### config.mk
export PLATFORM = sky130hd
export DESIGN_NAME = sram_frame_loader_flat
export DESIGN_NICKNAME = d
export VERILOG_FILES = /design/src/rtl/sram_frame_loader_pkg.sv /design/src/rtl/sram_frame_loader_if.sv /design/src/rtl/sram_frame_loader_read_timer.sv /design/src/rtl/sram_frame_loader.sv /design/src/flat_wrapper.sv
export SDC_FILE = /design/constraint.sdc
export NUM_CORES = 1
export LEC_CHECK = 0
export CAP_MARGIN = 20
export CORE_MARGIN = 3
export CORE_UTILIZATION = 40
export CTS_CLUSTER_DIAMETER = 100
export DETAILED_ROUTE_END_ITERATION = 10
export GPL_TIMING_DRIVEN = 0
export PLACE_DENSITY = 0.73
export SKIP_CTS_REPAIR_TIMING = 1
export SLEW_MARGIN = 20
export SYNTH_ARGS = -nofsm -noshare
export SYNTH_HDL_FRONTEND = slang
export SYNTH_SLANG_ARGS = --single-unit
### constraint.sdc
create_clock -name clk -period 5.9 [get_ports clk]
set_input_delay 1.18 -clock clk [delete_from_list [all_inputs] [get_ports clk]]
set_output_delay 1.18 -clock clk [all_outputs]
set_load 0.1 [all_outputs]
### src/rtl/sram_frame_loader_pkg.sv
// Shared definitions for the SRAM frame loader: FSM encoding and SRAM/pixel widths.
package sram_loader_pkg;
  localparam int SRAM_AW = 20;
  localparam int SRAM_DW = 16;
  localparam int PIX_W   = 8;

  typedef enum logic [1:0] {
    IDLE = 2'd0,
    READ = 2'd1,
    DONE = 2'd2
  } state_t;
endpackage

### src/rtl/sram_frame_loader_if.sv
// SRAM read port plus the paired match-buffer write port driven by the loader.
interface sram_frame_loader_if
  import sram_loader_pkg::*;
#(
  parameter int BUF_AW = 15
);
  logic               CE_n;
  logic               OE_n;
  logic               WE_n;
  logic               UB_n;
  logic               LB_n;
  logic [SRAM_AW-1:0] addr;
  logic [SRAM_DW-1:0] IO;
  // Buffer writes have no back-pressure: a word is committed on every cycle w_en_a is high.
  logic               w_en_a;
  logic               w_en_b;
  logic [BUF_AW-1:0]  addr_a;
  logic [BUF_AW-1:0]  addr_b;
  logic [PIX_W-1:0]   data_a;
  logic [PIX_W-1:0]   data_b;

  modport master (
    output CE_n, OE_n, WE_n, UB_n, LB_n, addr,
    input  IO,
    output w_en_a, w_en_b, addr_a, addr_b, data_a, data_b
  );

  modport slave (
    input  CE_n, OE_n, WE_n, UB_n, LB_n, addr,
    output IO,
    input  w_en_a, w_en_b, addr_a, addr_b, data_a, data_b
  );
endinterface

### src/rtl/sram_frame_loader_read_timer.sv
// Per-word SRAM access timer: counts 0..RD_WAIT while the SRAM is enabled.
module sram_read_timer #(
  parameter int RD_WAIT = 2
) (
  input  logic clk,
  input  logic rst,
  input  logic restart,
  input  logic en,
  input  logic last,
  output logic sample,
  output logic next_word
);
  localparam int CW = (RD_WAIT < 1) ? 1 : $clog2(RD_WAIT + 1);
  localparam logic [CW-1:0] CNT_MAX = CW'(RD_WAIT);

  logic [CW-1:0] cnt;

  always_ff @(posedge clk or negedge rst) begin
    if (!rst) begin
      cnt <= '0;
    end else if (restart) begin
      cnt <= '0;
    end else if (en) begin
      cnt <= (cnt == CNT_MAX) ? '0 : cnt + 1'b1;
    end
  end

  // IO is captured on the final hold cycle; the address advances on the same edge.
  assign sample    = en & (cnt == CNT_MAX);
  assign next_word = sample & ~last;
endmodule

### src/rtl/sram_frame_loader.sv
// Streams one frame of SRAM words into the two match-buffer banks on a start falling edge.
// Optional build macro CHECKSUM_EN adds a modulo-2**16 word checksum output.
module sram_frame_loader
  import sram_loader_pkg::*;
#(
  parameter int WORDS     = 13504,
  parameter int BASE_ADDR = 0,
  parameter int RD_WAIT   = 2,
  parameter int BUF_AW    = 15
) (
  input  logic                       clk,
  input  logic                       rst,
  input  logic                       start,
  sram_frame_loader_if.master        bus,
  output logic                       busy,
  output logic                       load_done,
`ifdef CHECKSUM_EN
  output logic [SRAM_DW-1:0]         checksum,
`endif
  output state_t                     state_dbg
);
  localparam logic [BUF_AW-1:0] LAST_K = BUF_AW'(WORDS - 1);

  state_t             state, state_next;
  logic               start_d;
  logic               trig, accept, finish, last;
  logic               primed, run;
  logic               sample, next_word;
  logic               w_en;
  logic [BUF_AW-1:0]  k, wr_idx;
  logic [SRAM_DW-1:0] io_q;

  assign trig   = start_d & ~start;
  assign accept = trig & (state != READ);
  assign last   = (k == LAST_K);
  assign finish = (state == READ) & w_en & (wr_idx == LAST_K);

  always_ff @(posedge clk or negedge rst) begin
    if (!rst) start_d <= 1'b1;
    else      start_d <= start;
  end

  always_ff @(posedge clk or negedge rst) begin
    if (!rst) state <= IDLE;
    else      state <= state_next;
  end

  always_comb begin
    state_next = state;
    unique case (state)
      IDLE, DONE: if (trig)   state_next = READ;
      READ:       if (finish) state_next = DONE;
      default:                state_next = IDLE;
    endcase
  end

  // primed delays SRAM enable by one cycle after the trigger edge.
  always_ff @(posedge clk or negedge rst) begin
    if (!rst) begin
      primed    <= 1'b0;
      run       <= 1'b0;
      k         <= '0;
      wr_idx    <= '0;
      io_q      <= '0;
      w_en      <= 1'b0;
      busy      <= 1'b0;
      load_done <= 1'b0;
    end else begin
      w_en <= 1'b0;
      if (accept) begin
        primed    <= 1'b1;
        run       <= 1'b0;
        k         <= '0;
        busy      <= 1'b1;
        load_done <= 1'b0;
      end else begin
        if (primed) begin
          primed <= 1'b0;
          run    <= 1'b1;
        end
        if (sample) begin
          io_q   <= bus.IO;
          w_en   <= 1'b1;
          wr_idx <= k;
          if (last) run <= 1'b0;
        end
        if (next_word) k <= k + 1'b1;
        if (finish) begin
          busy      <= 1'b0;
          load_done <= 1'b1;
        end
      end
    end
  end

`ifdef CHECKSUM_EN
  always_ff @(posedge clk or negedge rst) begin
    if (!rst)        checksum <= '0;
    else if (accept) checksum <= '0;
    else if (sample) checksum <= checksum + bus.IO;
  end
`endif

  sram_read_timer #(.RD_WAIT(RD_WAIT)) u_timer (
    .clk       (clk),
    .rst       (rst),
    .restart   (accept),
    .en        (run),
    .last      (last),
    .sample    (sample),
    .next_word (next_word)
  );

  assign bus.CE_n   = ~run;
  assign bus.OE_n   = ~run;
  assign bus.UB_n   = ~run;
  assign bus.LB_n   = ~run;
  assign bus.WE_n   = 1'b1;
  assign bus.addr   = SRAM_AW'(BASE_ADDR) + SRAM_AW'(k);
  assign bus.w_en_a = w_en;
  assign bus.w_en_b = w_en;
  assign bus.addr_a = wr_idx;
  assign bus.addr_b = wr_idx;
  assign bus.data_a = io_q[PIX_W-1:0];
  assign bus.data_b = io_q[SRAM_DW-1:PIX_W];
  assign state_dbg  = state;
endmodule

### src/flat_wrapper.sv
// flat-port wrapper written by rule: the top's interface ports become plain ports
module sram_frame_loader_flat import sram_loader_pkg::*;
#(
  parameter int WORDS     = 13504,
  parameter int BASE_ADDR = 0,
  parameter int RD_WAIT   = 2,
  parameter int BUF_AW    = 15
)
  (clk, rst, start, busy, load_done, state_dbg, bus_CE_n, bus_OE_n, bus_WE_n, bus_UB_n, bus_LB_n, bus_addr, bus_IO, bus_w_en_a, bus_w_en_b, bus_addr_a, bus_addr_b, bus_data_a, bus_data_b);
  sram_frame_loader_if #(.BUF_AW(BUF_AW)) bus_i ();
  input  logic clk;
  input  logic rst;
  input  logic start;
  output logic busy;
  output logic load_done;
  output state_t state_dbg;
  output wire logic [$bits(bus_i.CE_n)-1:0] bus_CE_n;
  output wire logic [$bits(bus_i.OE_n)-1:0] bus_OE_n;
  output wire logic [$bits(bus_i.WE_n)-1:0] bus_WE_n;
  output wire logic [$bits(bus_i.UB_n)-1:0] bus_UB_n;
  output wire logic [$bits(bus_i.LB_n)-1:0] bus_LB_n;
  output wire logic [$bits(bus_i.addr)-1:0] bus_addr;
  input wire logic [$bits(bus_i.IO)-1:0] bus_IO;
  output wire logic [$bits(bus_i.w_en_a)-1:0] bus_w_en_a;
  output wire logic [$bits(bus_i.w_en_b)-1:0] bus_w_en_b;
  output wire logic [$bits(bus_i.addr_a)-1:0] bus_addr_a;
  output wire logic [$bits(bus_i.addr_b)-1:0] bus_addr_b;
  output wire logic [$bits(bus_i.data_a)-1:0] bus_data_a;
  output wire logic [$bits(bus_i.data_b)-1:0] bus_data_b;
  assign bus_CE_n = bus_i.CE_n;
  assign bus_OE_n = bus_i.OE_n;
  assign bus_WE_n = bus_i.WE_n;
  assign bus_UB_n = bus_i.UB_n;
  assign bus_LB_n = bus_i.LB_n;
  assign bus_addr = bus_i.addr;
  assign bus_i.IO = bus_IO;
  assign bus_w_en_a = bus_i.w_en_a;
  assign bus_w_en_b = bus_i.w_en_b;
  assign bus_addr_a = bus_i.addr_a;
  assign bus_addr_b = bus_i.addr_b;
  assign bus_data_a = bus_i.data_a;
  assign bus_data_b = bus_i.data_b;
  sram_frame_loader #(.WORDS(WORDS), .BASE_ADDR(BASE_ADDR), .RD_WAIT(RD_WAIT), .BUF_AW(BUF_AW)) u_core (.clk(clk), .rst(rst), .start(start), .bus(bus_i), .busy(busy), .load_done(load_done), .state_dbg(state_dbg));
endmodule
==> results.yml <==
grt:
  grt_pass1_wl_um: 10500
  grtUsageMet3_pct: 4.07
  antenna_found_initial: 0
  met2_usage_pct: 29.3
  grt_pass1_vias: 2097
  busiest_layer: "met2"
  use_met1_pct: 23.1
  grt_max_degree: 57
  grt.total_usage_pct: 17.4
  overflow: 0
place:
  hpwl_um: 4630
  dpl_cell_area_um2: 3630
  post-place-ws_ps: 2290
  globalplace.congestion: 0.785
  portBuffers: 89
  dpl.cell_count: 391
floorplanning:
  fp.coreArea_um2: 6170
  die_y_um: 87.2
  ioPinCount: 96
  row_count: 28
  start_util_pct: 42.8
  dieArea_um2: 7600
  die_x_um: 87.2
setup_path:
  critPathLaunchType: "flop"
  critPathKind: "flop to output pin"
  cp.arrival_ps: 2180
  critPathMaxFanout: 7
  endpoint_kind: "output pin"
  worst_ep_required_time_ps: 4720
sta:
  slew_headroom_pct: 34.0
  fin_crit_ps: 3360
  rsz0062_at_grt: "no"
  tns_ps: 0
  fmax_mhz: 298
  hold_viol_final: 0
  tightest_slew_ps: 986
  period_share_pct: 56.9
  setup_viol: 0
  layout_setup_ws_ps: 2540
  slew_viol_final: 0
  finClkSkew_ps: 10.3
synthesis:
  synth_warnings: 0
  synth.avg_cell_area_um2: 11.8
  synth_top_area_cell: "dfrtp_1"
  synth.area.top_cells: "dfrtp_1, mux2_2, buf_4, a21oi_1, nand4_1"
  synth_edf_count: 0
  synth.top_cell.area_share_pct: 52.2
  synth_area_um2: 2640
  async_flop_share_pct: 100
  ys_seq_area_share_pct: 53.2
  synth_cells: 223
  synthFlopType: "dfrtp_1"
  synth.distinct_cells: 46
  yosys_register_bits: 56
routing:
  antenna_left: 0
  drc_errors: 0
  vias: 2042
  drt_first_pass_iters: 6
  drt_iter0_drc: 107
  avgRoutedWirePerCell_um: 15.9
  routed_via_density: 5.12
  wirelength_um: 6340
cts:
  clkTransAtPathRegs_ps: 110
  htreeDepth: 2
  cts_root_buf: "clkbuf_8"
  cts_tree: "built"
  cts_sinks: 56
  cts_buffer_depth: 2
  clock_latency_ps: 320
  cts_made_buffers: 5
outcome:
  status: "finished clean"
final_layout:
  layout-drive-gt1-share_pct: 25.0
  fillCellCount: 525
  area_growth_syn_to_layout_pct: 41.3
  antenna_cells: 0
  layout.nets: 343
  finalInstanceArea_um2: 3730
  fin_cells: 399
worst_hold_path:
  min_path_type: "flop to flop"
run:
  maxCapViolCount: 0
==> flip-flops by register name, summed over array words and instances (netlist names) <==
signal and flops:
u_core.run 1, u_core.bus.addr_a 15, u_core.load_done 1, u_core.bus.w_en_a 1, u_core.primed 1, u_core.busy 1
u_core.state_dbg 2, u_core.k 15, u_core.start_d 1, u_core.u_timer.cnt 2, u_core.io_q 16
==> logic make-up after synthesis <==
| kind of cell | share of synthesized area [%] |
|---|---|
| simple gates | 15.7 |
| flops | 53.2 |
| xor+xnor | 0.664 |
| compound gates | 7.07 |
| mux | 13.2 |
| fa+ha+maj | 0.474 |
| buf+inv | 9.39 |
| other cells | 0.285 |
==> stage by stage <==
step           hold WS (ps)  util, %
2_1_floorplan           492        -
3_3_place_gp            464     59.0
3_5_place_dp            469     58.9
4_1_cts                 496     60.4
5_1_grt                 524     60.4
6_report                490     60.4
==> final timing paths <==
path | start | endpoint | slack (ps) | depth (start not counted)
worst max-delay path | u_core.run$_DFF_PN0_ | bus_UB_n | 2540 | 3
worst min-delay path | u_core.busy$_DFFE_PN0P_ | u_core.busy$_DFFE_PN0P_ | 490 | 1
worst max register to register | u_core.state_dbg[1]$_DFFE_PN0P_ | u_core.bus.addr_a[3]$_DFFE_PN0P_ | 3430 | 6
worst min register to register | u_core.busy$_DFFE_PN0P_ | u_core.busy$_DFFE_PN0P_ | 490 | 1
max in group asynchronous | rst | u_core.bus.addr_a[12]$_DFFE_PN0P_ | 4530 | 1
min in group asynchronous | rst | u_core.io_q[11]$_DFFE_PN0P_ | 900 | 1
==> metal layers <==
layer	part of all wire, %	wire [µm]
met2	50	3170
met4	0.32	20
met3	7.6	480
met5	0	0
met1	42	2670
==> placed cells by master, fill, tap and decap left out, drive strengths merged, types with 3 or more instances in the layout <==
cell type / Yosys / routed
nor2: 5 / 5
or3: 8 / 8
buf: 30 / 31
nor4: 3 / 3
nand2: 10 / 10
o21ai: 9 / 9
conb: 2 / 6
mux2: 31 / 31
inv: 3 / 4
clkinv: 1 / 3
or4: 4 / 4
dfrtp: 55 / 55
nand4: 8 / 8
clkdlybuf4s50: 0 / 88
nor3: 4 / 4
nand3: 6 / 6
clkbuf: 2 / 7
a21oi: 12 / 12
==> worst max-delay path, stage by stage (launching register included) <==
cell and delay [ps]:
dfrtp_1 420, inv_1 180, buf_4 140, clkdlybuf4s50_1 1120
==> cell usage after synthesis (2+ instances only) <==
cell type and n:
dfrtp_1 55, mux2_2 31, buf_4 25, a21oi_1 10, nand2_1 10, nand4_1 8
or3_1 8, nand3_1 6, nor2_1 5, o21ai_0 5, or4_1 4, buf_2 3
inv_1 3, o21ai_1 3, a21oi_2 2, and3_1 2, and4b_1 2, buf_6 2
clkbuf_1 2, conb_1 2, nand2b_1 2, nand3b_1 2, nor3_1 2, nor3_2 2
nor4_1 2, nor4b_1 2, o211ai_1 2, o21a_1 2, or2_2 2
==> area by class of cell <==
class	instances	area (µm²)	area share (%)
Clock inverter	3	22.5	0.604
Inverter	4	15.0	0.403
Clock buffer	5	68.8	1.85
Sequential cell	56	1400	37.6
Multi-Input combinational cell	135	1000	26.9
Tap cell	75	93.8	2.52
Timing Repair Buffer	89	888	23.8
Buffer	32	233	6.25
Power is left out: the tool's default activity adds up to more than one toggle a clock period on the data nets, which glitch-free logic cannot reach.
